**src/rtl/stack_unit_if.sv**
```systemverilog
// stack_unit_if: push/pop/peek bus and status signals of a stack_unit instance.
//   master drives push, pop, din, clr_err and peek_idx; slave (the stack) drives
//   dout, peek_data, count, full, empty, overflow and underflow.
interface stack_unit_if #(
   parameter int WIDTH = 10,
   parameter int DEPTH = 16,
   localparam int CW = $clog2(DEPTH + 1)
);
   logic             push;
   logic             pop;
   logic             clr_err;
   logic [WIDTH-1:0] din;
   logic [CW-1:0]    peek_idx;
   logic [WIDTH-1:0] dout;
   logic [WIDTH-1:0] peek_data;
   logic [CW-1:0]    count;
   logic             full;
   logic             empty;
   logic             overflow;
   logic             underflow;
   modport master (
      output push, pop, clr_err, din, peek_idx,
      input  dout, peek_data, count, full, empty, overflow, underflow
   );
   modport slave (
      input  push, pop, clr_err, din, peek_idx,
      output dout, peek_data, count, full, empty, overflow, underflow
   );
endinterface

```
**src/rtl/stack_unit.sv**
```systemverilog
// stack_unit: parametrised LIFO with occupancy, full/empty, sticky error flags,
//   single-cycle replace (push+pop) and an indexed peek port.
//   clk   : rising-edge clock
//   rst_n : asynchronous active-low reset (clears count and flags, not storage)
//   bus   : stack_unit_if.slave carrying push/pop/din/clr_err/peek_idx in and
//           dout/peek_data/count/full/empty/overflow/underflow out
module stack_unit #(
   parameter int WIDTH = 10,
   parameter int DEPTH = 16,
   localparam int CW = $clog2(DEPTH + 1),
   localparam int AW = $clog2(DEPTH)
) (
   input logic         clk,
   input logic         rst_n,
   stack_unit_if.slave bus
);
   logic [WIDTH-1:0] mem_q [DEPTH];
   logic [CW-1:0]    count_q, count_d;
   logic             ovf_q, ovf_d, unf_q, unf_d;
   logic             full, empty, do_push, do_pop, do_rep, we, peek_ok;
   logic [AW-1:0]    top, wa, pidx;
   always_comb begin
      full    = count_q == CW'(DEPTH);
      empty   = count_q == '0;
      do_push = bus.push & ~bus.pop & ~full;
      do_pop  = bus.pop & ~bus.push & ~empty;
      do_rep  = bus.push & bus.pop & ~empty;
      top     = AW'(count_q - CW'(1));
      pidx    = AW'(count_q - CW'(1) - bus.peek_idx);
      peek_ok = bus.peek_idx < count_q;
      we      = do_push | do_rep;
      // a replace overwrites the current top; a plain push lands one above it
      wa      = do_push ? AW'(count_q) : top;
      count_d = do_push ? count_q + CW'(1) : do_pop ? count_q - CW'(1) : count_q;
      // setting beats clearing when both happen in the same cycle
      ovf_d   = (ovf_q & ~bus.clr_err) | (bus.push & ~bus.pop & full);
      unf_d   = (unf_q & ~bus.clr_err) | (bus.pop & empty);
   end
   always_ff @(posedge clk or negedge rst_n) begin
      if (!rst_n) begin
         count_q <= '0;
         ovf_q   <= 1'b0;
         unf_q   <= 1'b0;
      end else begin
         count_q <= count_d;
         ovf_q   <= ovf_d;
         unf_q   <= unf_d;
      end
   end
   // storage is never cleared; a write coinciding with reset is dropped
   always_ff @(posedge clk) begin
      if (we && rst_n) mem_q[wa] <= bus.din;
   end
   assign bus.dout      = empty ? '0 : mem_q[top];
   assign bus.peek_data = peek_ok ? mem_q[pidx] : '0;
   assign bus.count     = count_q;
   assign bus.full      = full;
   assign bus.empty     = empty;
   assign bus.overflow  = ovf_q;
   assign bus.underflow = unf_q;
endmodule

```
**src/flat_wrapper.sv**
```systemverilog
// flat-port wrapper written by rule: the top's interface ports become plain ports
module stack_unit_flat 
#(
   parameter int WIDTH = 10,
   parameter int DEPTH = 16,
   localparam int CW = $clog2(DEPTH + 1),
   localparam int AW = $clog2(DEPTH)
)
  (clk, rst_n, bus_push, bus_pop, bus_clr_err, bus_din, bus_peek_idx, bus_dout, bus_peek_data, bus_count, bus_full, bus_empty, bus_overflow, bus_underflow);
  stack_unit_if #(.WIDTH(WIDTH), .DEPTH(DEPTH)) bus_i ();
  input logic clk;
  input logic rst_n;
  input wire logic [$bits(bus_i.push)-1:0] bus_push;
  input wire logic [$bits(bus_i.pop)-1:0] bus_pop;
  input wire logic [$bits(bus_i.clr_err)-1:0] bus_clr_err;
  input wire logic [$bits(bus_i.din)-1:0] bus_din;
  input wire logic [$bits(bus_i.peek_idx)-1:0] bus_peek_idx;
  output wire logic [$bits(bus_i.dout)-1:0] bus_dout;
  output wire logic [$bits(bus_i.peek_data)-1:0] bus_peek_data;
  output wire logic [$bits(bus_i.count)-1:0] bus_count;
  output wire logic [$bits(bus_i.full)-1:0] bus_full;
  output wire logic [$bits(bus_i.empty)-1:0] bus_empty;
  output wire logic [$bits(bus_i.overflow)-1:0] bus_overflow;
  output wire logic [$bits(bus_i.underflow)-1:0] bus_underflow;
  assign bus_i.push = bus_push;
  assign bus_i.pop = bus_pop;
  assign bus_i.clr_err = bus_clr_err;
  assign bus_i.din = bus_din;
  assign bus_i.peek_idx = bus_peek_idx;
  assign bus_dout = bus_i.dout;
  assign bus_peek_data = bus_i.peek_data;
  assign bus_count = bus_i.count;
  assign bus_full = bus_i.full;
  assign bus_empty = bus_i.empty;
  assign bus_overflow = bus_i.overflow;
  assign bus_underflow = bus_i.underflow;
  stack_unit #(.WIDTH(WIDTH), .DEPTH(DEPTH)) u_core (.clk(clk), .rst_n(rst_n), .bus(bus_i));
endmodule
```
**config.mk**
```make
export PLATFORM = sky130hd
export DESIGN_NAME = stack_unit_flat
export DESIGN_NICKNAME = d
export VERILOG_FILES = /design/src/rtl/stack_unit_if.sv /design/src/rtl/stack_unit.sv /design/src/flat_wrapper.sv
export SDC_FILE = /design/constraint.sdc
export NUM_CORES = 1
export LEC_CHECK = 0
export CORE_MARGIN = 2
export CORE_UTILIZATION = 45
export CTS_BUF_LIST = sky130_fd_sc_hd__clkbuf_4
export DETAILED_ROUTE_END_ITERATION = 8
export DONT_BUFFER_PORTS = 1
export HOLD_SLACK_MARGIN = 0.15
export PLACE_DENSITY = 0.58
export SKIP_LAST_GASP = 1
export SLEW_MARGIN = 15
export SYNTH_ARGS = -nofsm -noshare
export SYNTH_HDL_FRONTEND = slang
export SYNTH_SLANG_ARGS = --single-unit
```
**constraint.sdc**
```tcl
create_clock -name clk -period 5.4 [get_ports clk]
set_clock_uncertainty 0.05 [all_clocks]
set_input_delay 0.81 -clock clk [delete_from_list [all_inputs] [get_ports clk]]
set_output_delay 0.81 -clock clk [all_outputs]
set_load 0.01 [all_outputs]
```
After elaboration in Yosys (flattened, before gate mapping)
Memory sizes are Yosys's and may differ from the RTL's.
Cells that the tools add are included.

word-level totals
  register bits after elaboration = 7
  RAM bits = 160
  bits of input ports = 20
  output and inout port bits = 29
  logic and storage cells = 37
  memories = 1

cells by class
  $add $sub $neg = 3
  $lt $le $gt $ge = 1
  equality and inequality tests = 1
  multiplexer cells = 7
  bitwise gates (word level) = 18
  reduce and logical (&&, ||, !) cells = 3

memory list
  name          words  width  rd ports  clocked after Yosys merged registers in  write ports  RTL line          source
  u_core.mem_q  16     10     2         0                                        1            stack_unit.sv:17  logic [WIDTH-1:0] mem_q [DEPTH];

operators by type and width
  kind                                              count
  2-to-1 mux 10 bit                                 2
  AND 1 bit                                         10
  2-to-1 mux 5 bit                                  2
  adder 5 x 1 -> 5 bit, second input constant       1
  == test 5 bit, second input constant              1
  logical NOT 5 bit                                 1
  less-than comparator 5 bit                        1
  inverter 1 bit                                    5
  subtractor 5 x 1 -> 5 bit, second input constant  1
  2-to-1 mux 4 bit                                  1
  subtractor 4 bit                                  1
  OR 1 bit                                          3
  2-to-1 mux 1 bit                                  2
  nonzero test 2 bit                                1
  logical AND 1 bit                                 1

Longest topological paths before layout
Gate-level depths: netlist (run 1).

  depth in word-level cells = 7
  gate-level depth with buffers = 15
  depth with buffers taken out = 9

Worst setup path before layout (run 1)
OpenSTA, ideal clock, no wires.

  path type = reg-to-output
  start = register u_core.count_q[0] (netlist: u_core.bus.count[0])
  end = output port bus_peek_data[0]
  data arrival time = 3.838 ns
  data required time = 4.540 ns
  setup slack = 0.702 ns
  cell stages (with the launch flop) = 15
  buffers on the path = 7
  cell sequence = dfrtp_1 buf_2 buf_4 buf_4 inv_1 ha_1 xor2_1 clkbuf_1 clkbuf_1 ha_1 xor2_1 clkbuf_1 buf_2 mux2i_1 a211oi_1

between the ends
  word-level cells in the longest chain between the ends = 4
  elaborated cells on any way between the ends = 5
  classes of those cells = add/sub: 2; order compare: 1; mux: 1; memory: 1

RTL lines
  element                    RTL line            source
  start, declared            stack_unit.sv:18    logic [CW-1:0] count_q, count_d;
  start signal, assigned     stack_unit.sv:45    count_q <= count_d;
  subtractor 5 x 1 -> 5 bit  stack_unit.sv:29    pidx = AW'(count_q - CW'(1) - bus.peek_idx);
  subtractor 4 bit           stack_unit.sv:29
  memory (16 x 10 bit)       n/a
  2-to-1 mux 10 bit (*)      stack_unit.sv:55    assign bus.peek_data = peek_ok ? mem_q[pidx] : '0;
  end, declared              flat_wrapper.sv:19  output wire logic [$bits(bus_i.peek_data)-1:0] bus_peek_data;

Mark *: on every way between the ends. The rest lies on a longest branch, timed or not.

Worst setup path in the final report (run 1)
  start = register u_core.count_q[0] (netlist: u_core.bus.count[0])
  end = output port bus_peek_data[8]

The elaborated chain is that of the path after synthesis.

==> metrics.cfg, run 1 <==
[outcome]
status = completed

[floorplanning]
ioPinCount = 49
die_w_um = 140
row_count = 49
die_area_mm2 = 0.0195
core_mm2 = 0.0180
dieHeight_um = 140
start_util_pct = 45.9

[grt]
grt_pass1_vias = 4710
grt_max_degree = 39
grt_pass1_wl_um = 29800
grt_usage_pct = 21.0
antenna_found_initial = 1
gr-total-overflow = 0

[cts]
clk_latency_ns = 0.54
cts_buffers = 17
clk_pin_slew_ns = 0.16
root_buffer = clkbuf_4
cts_sinks = 167
cts_resized = 0
post_cts_buffers = 0
cts_tree = done
clockBufferDepth = 2
h-tree-depth = 4

[finish]
drive_gt1_share_pct = 29.9
instances_no_fill = 716
layout.nets = 506
syn_to_final_growth_pct = 7.98

[placed_design]
gp_congestion = 0.852
dpl.hpwl_um = 12900
portBuffers = 0
dp.cells = 681

[synth]
ys_seq_area_share_pct = 60.1
yosys.cell_types.count = 41
syn_area_mm2 = 0.00828
synthesis.nets = 504
syn_area_per_cell_um2 = 17.6
synth_cells = 470
synthArstFlopShare_pct = 4.19
synth_edf_count = 160
yosysTopAreaCell = edfxtp_1
synthFlopType = edfxtp_1
yosys.area.top_type_share_pct = 58.0
synth_area_leaders = edfxtp_1 (58%), mux4_2 (22%), dfrtp_1 (2.1%)
yosysWarningCount = 0
synth_most_common_cell = edfxtp_1
synthTopCellsByCount = edfxtp_1 (160), mux4_2 (80), nor2b_1 (23)
ys_ff_latch = 167

[route]
drtAntennaViolNets = 0
drtIter0Drc = 541
drt_wl_total_um = 19600
first_pass_iters = 4
drc = 0
vias = 4580
viasPerCell = 6.40
wl_per_cell_um = 27.4

[setup_path]
critPathKind = flop to output pin
r2r_end = u_core.mem_q[3][6]$_DFFE_PP_
cp-end-kind = output pin
crit_fanout = 27
start_kind = flop
r2r_start = u_core.bus.count[0]$_DFFE_PN0P_
path_cells = inv_1 > ha_1 > fa_2 > buf_12 > mux4_2 > nor2b_1 > a2111oi_0 > a211oi_1
arrival_ns = 4.15
slowest_delay_ns = 0.84
r2r_slack_ns = 1.78
rr_worst_depth = 6
required_ns = 4.54
slowest_stage = fa_2

[hold_path]
holdCritPathClass = input pin to flop
worstHoldStart = bus_clr_err
holdPathEnd = u_core.bus.overflow$_DFF_PN0_
hold_path_depth = 1

[power]
leakage_nw = 2.84
power_density_mw_per_mm2 = 637
ir_drop_uv = 493

[sta]
fin_crit_sh_pct = 92.7
rsz0062_at_grt = false
worst_pin_slew_ns = 1.15
tns_ns = 0
hold_viol = 0
finalCriticalPeriod_ns = 5.01
slew_headroom_pct = 23.0
max_freq_mhz = 200
maxSlewViolCount = 0
setup_viol = 0

[flow_run]
maxCapViolations = 0

[flip-flops by register name, indices dropped and copies added, names as in the netlist]
signal / count
u_core.bus.count: 5
u_core.bus.underflow: 1
u_core.bus.overflow: 1
u_core.mem_q: 160
[power by group]
group,switching [W],leakage (nW),internal [W]
clock,0.000487,0.162,0.000296
combinational,0.00195,1.15,0.00134
sequential,0.000106,1.53,0.00152
[cells by family (layout without fill, tap and decap cells)]
group                      after synthesis  in the layout  synth area share [%]
xor gates and xnor gates                 8              8                  1.01
DFF                                    167            167                  60.1
other                                    0              2                     0
buffers and inverters                   48             63                  2.73
adders and majority gates               14             14                  2.21
AOI/OAI and AO/OA                       65             65                  5.51
muxes                                   91             91                  23.1
and+or+nand+nor                         77             77                  5.32
[per-layer routing]
| metal | part of all wire [%] | track usage (%) |
|---|---|---|
| met5 | 0 | 0 |
| met4 | 1.1 | 4.89 |
| met3 | 6.3 | 5.02 |
| met2 | 50 | 34.3 |
| met1 | 43 | 28.9 |
[metrics by stage]
| stage | setup slack, ns | total power, W | cell area [µm²] | hold WS [ns] | util [%] |
|---|---|---|---|---|---|
| after floorplan | 0.702 | 0.00396 | 8280 | 0.464 | - |
| after global placement | 0.937 | 0.00493 | 8610 | 0.465 | 47.8 |
| after detailed placement | 1.02 | 0.00493 | 8610 | 0.465 | 47.8 |
| after CTS | 0.376 | 0.00570 | 8940 | 0.239 | 49.6 |
| after global routing | 0.102 | 0.00599 | 8940 | 0.227 | 49.6 |
| final | 0.394 | 0.00569 | 8940 | 0.278 | 49.6 |
[cell usage in the layout (no fill, tap or decap), types with 4 or more instances in the layout]
cell / synthesis / routed
a211oi_1: 21 / 21
nor3_1: 18 / 9
and3_1: 11 / 11
ha_1: 13 / 12
inv_6: 0 / 4
nand2_1: 9 / 9
dfrtp_1: 7 / 6
o21ai_0: 6 / 6
buf_4: 4 / 13
mux4_2: 80 / 80
nand2b_1: 4 / 4
xnor2_1: 5 / 5
clkbuf_4: 0 / 17
inv_1: 14 / 14
nor2b_1: 23 / 23
o22ai_1: 11 / 11
nor3_2: 0 / 9
mux2i_1: 11 / 11
a2111oi_0: 10 / 10
edfxtp_1: 160 / 160
a21oi_1: 4 / 4
[worst max path at each step]
| stage | cells after the start | from | to |
|---|---|---|---|
| final | 8 | u_core.bus.count[0]$_DFFE_PN0P_ | bus_peek_data[8] |
| after global routing | 8 | u_core.bus.count[0]$_DFFE_PN0P_ | bus_peek_data[8] |
| after CTS | 8 | u_core.bus.count[0]$_DFFE_PN0P_ | bus_peek_data[8] |
| after detailed placement | 8 | u_core.bus.count[0]$_DFFE_PN0P_ | bus_peek_data[8] |
| after global placement | 8 | u_core.bus.count[0]$_DFFE_PN0P_ | bus_peek_data[8] |
| after floorplan | 14 | u_core.bus.count[0]$_DFFE_PN0P_ | bus_peek_data[0] |
[layout make-up]
type                    count  area [µm²]
well taps                 229         287
clock inverters            15         186
flip-flops and latches    167        4980
inverters                  15        56.3
multi-input cells         255        3150
diodes                      2        5.00
fillers                  1500        9080
clock buffers              17         128
repair buffers             16         148
[critical path: cells and delay by family (launching register included)]
family                   cells  cell delay, ns
AND/OR/NAND/NOR              1            0.14
AO/OA/AOI/OAI                2            0.75
buffers and inverters        2            0.49
flip-flops                   1            0.66
adder cells (fa/ha/maj)      2            1.23
multiplexers                 1            0.31
[repair_timing]
item | 4_1_cts | 5_1_grt
hold buffers | 1 | 0
endpoints found under the setup margin | 0 | 0
hold endpoints to repair | 7 | 0
Power figures use the tool's default switching activity.
==> run 2: changes to the inputs <==
CORE_ASPECT_RATIO = 1.25   (was not set)
==> run 2 against run 1 <==
Maximum frequency is 1.3% lower. Register-to-register slack gained 0.14 ns. Global-route usage rose by 0.45 points. Critical endpoint is now bus_peek_data[6]. Largest power group unchanged.
==> metrics.cfg, run 2 (synthesized netlist as in run 1, its figures left out) <==
[grt]
gr-total-overflow = 0  ; unchanged
grt_pass1_vias = 4759  ; +1.0%
grt_pass1_wl_um = 30400  ; +2.1%
antenna_found_initial = 1  ; unchanged
grt_max_degree = 39  ; unchanged
grt_usage_pct = 21.4  ; +0.45 points

[power]
ir_drop_uv = 307  ; -38%
switchingPower_w = 0.00248  ; -2.5%
comb_power_share_pct = 57.9  ; +0.2 points
power_density_mw_per_mm2 = 640  ; +0.60%
swShare_pct = 43.1  ; -1.5 points
leakage_nw = 2.86  ; +0.52%
seq_power_share_pct = 27.9  ; -0.6 points
p_int_w = 0.00327  ; +3.8%
p_clk_share_pct = 14.1  ; +0.4 points

[floorplanning]
row_count = 55  ; +12%
core_mm2 = 0.0181  ; +0.41%
die_w_um = 125  ; -10%
start_util_pct = 45.8  ; -0.19 points
die_area_mm2 = 0.0195  ; about the same
dieHeight_um = 156  ; +11%
ioPinCount = 49  ; unchanged

[setup_path]
slowest_delay_ns = 1.06  ; +0.22 ns
cp_top_family = adder cells
critPathKind = flop to output pin
path_cells = inv_1 > ha_1 > fa_4 > buf_4 > mux4_2 > nor2b_1 > a2111oi_0 > a211oi_1
arrival_ns = 4.21  ; +0.06 ns
cp-end-kind = output pin
r2r_slack_ns = 1.92  ; +0.14 ns
crit_fanout = 16  ; -41%
path_buf_inv = 2  ; unchanged
slowest_stage = fa_4
start_kind = flop
required_ns = 4.54  ; about the same

[route]
drc = 0  ; unchanged
vias = 4548  ; -0.70%
wl_per_cell_um = 28.0  ; +2.3%
drtAntennaViolNets = 0  ; unchanged
drt_wl_total_um = 20000  ; +2.1%
viasPerCell = 6.37  ; -0.42%
first_pass_iters = 4  ; unchanged
drtIter0Drc = 412  ; -24%

[finish]
fillers = 1517  ; +1.1%
ff_latch_area_mm2 = 0.00498  ; unchanged
syn_to_final_growth_pct = 8.37
final_cell_mix = edfxtp_1 (160), mux4_2 (80), nor2b_1 (23)
instances_no_fill = 714  ; -0.28%
multi_input_area_mm2 = 0.00318  ; +0.75%
layout.nets = 508  ; +0.40%
largest_reg_flops = 160  ; unchanged
regMostFlops = u_core.mem_q
final_area_mm2 = 0.00897  ; +0.36%
drive_gt1_share_pct = 30.1  ; +0.21 points
final_common_cell = edfxtp_1

[sta]
worst_pin_slew_ns = 1.14  ; -0.00487 ns
max_freq_mhz = 197  ; -1.3%
fin_crit_sh_pct = 93.9  ; +1.2 points
hold_viol = 0  ; unchanged
maxSlewViolCount = 0  ; unchanged
slew_headroom_pct = 23.3  ; +0.33 points
finalCriticalPeriod_ns = 5.07  ; +0.0641 ns
tns_ns = 0  ; unchanged
setup_viol = 0  ; unchanged
rsz0062_at_grt = false

[flow_run]
maxCapViolations = 0  ; unchanged

[placed_design]
dpl.hpwl_um = 13100  ; +1.5%
dp.cells = 681  ; unchanged
place_area_mm2 = 0.00861  ; unchanged
gp_congestion = 0.816  ; -4.2%
portBuffers = 0  ; unchanged

[cts]
cts_buffers = 17  ; unchanged
h-tree-depth = 4  ; unchanged
cts_sinks = 167  ; unchanged
clk_latency_ns = 0.56  ; +0.02 ns
clk_pin_slew_ns = 0.15  ; about the same
clockBufferDepth = 2  ; unchanged
root_buffer = clkbuf_4
cts_tree = done

[hold_path]
holdCritPathClass = input pin to flop

[outcome]
status = completed

run 2: final cells by class:
type / instances / share of cell area (%)
clock inverters: 11 / 1.94
clock buffers: 19 / 1.59
repair buffers: 18 / 1.76
well taps: 228 / 3.18
multi-input cells: 255 / 35.4
diodes: 1 / 0.0279
flip-flops and latches: 167 / 55.5
inverters: 15 / 0.627
run 2: repair_timing:
action,in CTS,in global routing
hold buffers,1,0
endpoints found under the setup margin,0,1
gates resized for setup,0,1
hold endpoints to repair,7,0
setup buffers,0,1
run 2: stage by stage:
| step | total power [W] | hold WS, ns | utilization, % | setup WS (ns) |
|---|---|---|---|---|
| floorplan | 0.00396 | 0.464 | - | 0.702 |
| global placement | 0.00487 | 0.465 | 47.6 | 0.822 |
| detailed placement | 0.00489 | 0.465 | 47.6 | 0.757 |
| CTS | 0.00570 | 0.234 | 49.4 | 0.128 |
| global route | 0.00603 | 0.225 | 49.6 | 0.0865 |
| finish | 0.00575 | 0.269 | 49.6 | 0.330 |
run 2: layer usage:
metal / routed length, µm / vias up / track usage (%)
li1: - / 1990 / -
met1: 8410 / 2431 / 28.5
met2: 10500 / 107 / 37.0
met3: 881 / 20 / 3.88
met4: 270 / 0 / 5.24
met5: 0 / - / 0
run 2: final timing paths:
check,start,endpoint,cells after the start
max reg2reg,u_core.bus.count[1]$_DFFE_PN0P_,u_core.mem_q[6][6]$_DFFE_PP_,7
max,u_core.bus.count[1]$_DFFE_PN0P_,bus_peek_data[6],8
min in group asynchronous,rst_n,u_core.bus.count[4]$_DFFE_PN0P_,1
max in group asynchronous,rst_n,u_core.bus.count[0]$_DFFE_PN0P_,1
min reg2reg,u_core.bus.underflow$_DFF_PN0_,u_core.bus.underflow$_DFF_PN0_,2
min,bus_din[5],u_core.mem_q[1][5]$_DFFE_PP_,0
run 2: power groups by stage:
stage	clock (W)	sequential, W	combinational, W
5_1_grt	0.000875	0.00162	0.00353
2_1_floorplan	0	0.00159	0.00237
3_5_place_dp	0	0.00164	0.00326
4_1_cts	0.000826	0.00161	0.00327
6_report	0.000813	0.00161	0.00333
3_3_place_gp	0	0.00163	0.00324
==> run 3: changes to the inputs <==
--- a/config.mk
+++ b/config.mk
@@ -9,3 +9,3 @@
 export CORE_MARGIN = 2
-export CORE_UTILIZATION = 45
+export CORE_UTILIZATION = 60
 export CTS_BUF_LIST = sky130_fd_sc_hd__clkbuf_4
@@ -13,4 +13,5 @@
 export DONT_BUFFER_PORTS = 1
+export GPL_ROUTABILITY_DRIVEN = 1
 export HOLD_SLACK_MARGIN = 0.15
-export PLACE_DENSITY = 0.58
+export PLACE_DENSITY = 0.74
 export SKIP_LAST_GASP = 1
==> constraint.sdc (replaced) <==
create_clock -name clk -period 5.4 [get_ports clk]
set_clock_uncertainty 0.05 [all_clocks]
set_input_delay 0.54 -clock clk [delete_from_list [all_inputs] [get_ports clk]]
set_output_delay 0.54 -clock clk [all_outputs]
set_load 0.01 [all_outputs]
==> run 3 against run 2 <==
Maximum frequency decreased by 0.25%. Combinational power decreased by 3%. Critical path depth unchanged. Final cell count decreased by 6.3%. Power decreased by 4.2%. Largest power group unchanged. Die area decreased by 24%.
==> metrics.cfg, run 3 (synthesized netlist as in run 1, its figures left out) <==
[outcome]
status = completed

[route]
drtIter0Drc = 436  ; +5.8%
viasPerCell = 7.00  ; +9.8%
wl_per_cell_um = 28.4  ; +1.3%
drtAntennaViolNets = 0  ; unchanged
first_pass_iters = 4  ; unchanged
vias = 4681  ; +2.9%
drc = 0  ; unchanged
drt_wl_total_um = 19000  ; -5.1%

[cts]
clk_pin_slew_ns = 0.13  ; -0.02 ns
cts_tree = done
post_cts_buffers = 0  ; unchanged
clk_latency_ns = 0.56  ; about the same
root_buffer = clkbuf_4
cts_buffers = 17  ; unchanged
h-tree-depth = 4  ; unchanged
clockBufferDepth = 2  ; unchanged
cts_sinks = 167  ; unchanged

[setup_path]
r2r_slack_ns = 1.61  ; -0.31 ns
cp-end-kind = output pin
start_kind = flop
r2r_start = u_core.bus.count[0]$_DFFE_PN0P_
critPathCapture = bus_peek_data[4]
critPathKind = flop to output pin
arrival_ns = 4.49  ; +0.28 ns
startpoint = u_core.bus.count[0]$_DFFE_PN0P_
r2r_end = u_core.mem_q[3][3]$_DFFE_PP_
required_ns = 4.81  ; +0.27 ns
crit_fanout = 31  ; +15
rr_worst_depth = 9  ; +2

[power]
ir_drop_uv = 472  ; +54%
leakage_nw = 2.84  ; -0.64%
power_density_mw_per_mm2 = 620  ; -3.2%

[hold_path]
holdCritPathClass = input pin to flop

[floorplanning]
core_mm2 = 0.0136  ; -25%
die_area_mm2 = 0.0148  ; -24%
start_util_pct = 60.7  ; +15 points
row_count = 48  ; -13%
dieHeight_um = 135  ; -13%
die_w_um = 109  ; -13%
ioPinCount = 49  ; unchanged

[grt]
antenna_found_initial = 1  ; unchanged
grt_max_degree = 39  ; unchanged
grt_usage_pct = 27.6  ; +6.2 points
grt_pass1_vias = 4797  ; +0.80%
grt_pass1_wl_um = 28600  ; -5.8%
gr-total-overflow = 0  ; unchanged

[sta]
fin_crit_sh_pct = 94.1  ; +0.23 points
max_freq_mhz = 197  ; -0.25%
setup_viol = 0  ; unchanged
hold_ws_ns = 0.202  ; -0.0663 ns
finalCriticalPeriod_ns = 5.08  ; +0.0127 ns
slew_headroom_pct = 20.2  ; -3.1 points
maxSlewViolCount = 0  ; unchanged
worst_pin_slew_ns = 1.19  ; +0.0462 ns
rsz0062_at_grt = false
hold_viol = 0  ; unchanged
tns_ns = 0  ; unchanged

[finish]
largest_reg_flops = 160  ; unchanged
regMostFlops = u_core.mem_q
syn_to_final_growth_pct = 7.28
final_cell_mix = edfxtp_1 (160), mux4_2 (80), nor2b_1 (23)
layout.nets = 514  ; +1.2%
final_common_cell = edfxtp_1
instances_no_fill = 669  ; -6.3%
drive_gt1_share_pct = 28.0  ; -2.1 points

[placed_design]
portBuffers = 0  ; unchanged
dpl.hpwl_um = 12200  ; -7.0%
dp.cells = 623  ; -8.5%
gp_congestion = 0.846  ; +3.6%

[flow_run]
maxCapViolations = 0  ; unchanged

==> run 3: timing repair <==
item / in CTS / in global routing
hold buffers: 13 / 0
resized for setup: 0 / 1
setup endpoints to repair: 0 / 10
endpoints found under the hold margin: 169 / 0
==> run 3: worst min path at each step <==
stage,startpoint,end,cells past startpoint,slack [ns]
6_report,bus_push,u_core.bus.overflow$_DFF_PN0_,2,0.20
5_1_grt,bus_push,u_core.bus.overflow$_DFF_PN0_,2,0.22
4_1_cts,bus_push,u_core.bus.overflow$_DFF_PN0_,2,0.17
3_5_place_dp,rst_n,u_core.bus.count[1]$_DFFE_PN0P_,0,0.19
3_3_place_gp,rst_n,u_core.bus.count[1]$_DFFE_PN0P_,0,0.19
2_1_floorplan,rst_n,u_core.bus.count[0]$_DFFE_PN0P_,0,0.19
==> run 3: stage by stage <==
step / utilization, % / setup slack (ns) / instance area [µm²] / power (W)
3_5_place_dp: 62.3 / 0.899 / 8490 / 0.00481
6_report: 65.2 / 0.317 / 8880 / 0.00551
4_1_cts: 65.1 / 0.246 / 8880 / 0.00550
5_1_grt: 65.2 / 0.0999 / 8880 / 0.00574
2_1_floorplan: - / 0.972 / 8280 / 0.00396
3_3_place_gp: 62.3 / 0.960 / 8490 / 0.00476
==> run 3: metal layers <==
layer | vias to the layer above | share of wire [%] | track usage [%]
li1 | 2011 | - | -
met1 | 2431 | 38 | 37.6
met2 | 209 | 52 | 44.7
met3 | 30 | 7.3 | 5.96
met4 | 0 | 2.2 | 9.62
met5 | - | 0 | 0
==> run 3: layout make-up <==
| type | instances | area (µm²) |
|---|---|---|
| clock buffer | 17 | 128 |
| tap | 175 | 219 |
| fill | 918 | 4750 |
| antenna | 1 | 2.50 |
| sequential | 167 | 4980 |
| clock inverter | 15 | 128 |
| multi-input combinational | 255 | 3160 |
| inverter | 15 | 56.3 |
| timing repair buffer | 24 | 213 |
==> run 3: critical path, stage by stage, from the launching register on <==
cell,delay (ns)
dfrtp_2,0.38
buf_4,0.39
inv_1,0.22
ha_1,0.38
fa_2,1.17
mux4_2,0.42
nor2b_1,0.14
a2111oi_0,0.62
a211oi_1,0.19
==> run 3: power by group <==
group | leakage, nW | switching (W) | internal (W)
clock | 0.136 | 0.000446 | 0.000229
sequential | 1.53 | 0.0000846 | 0.00152
combinational | 1.18 | 0.00192 | 0.00130
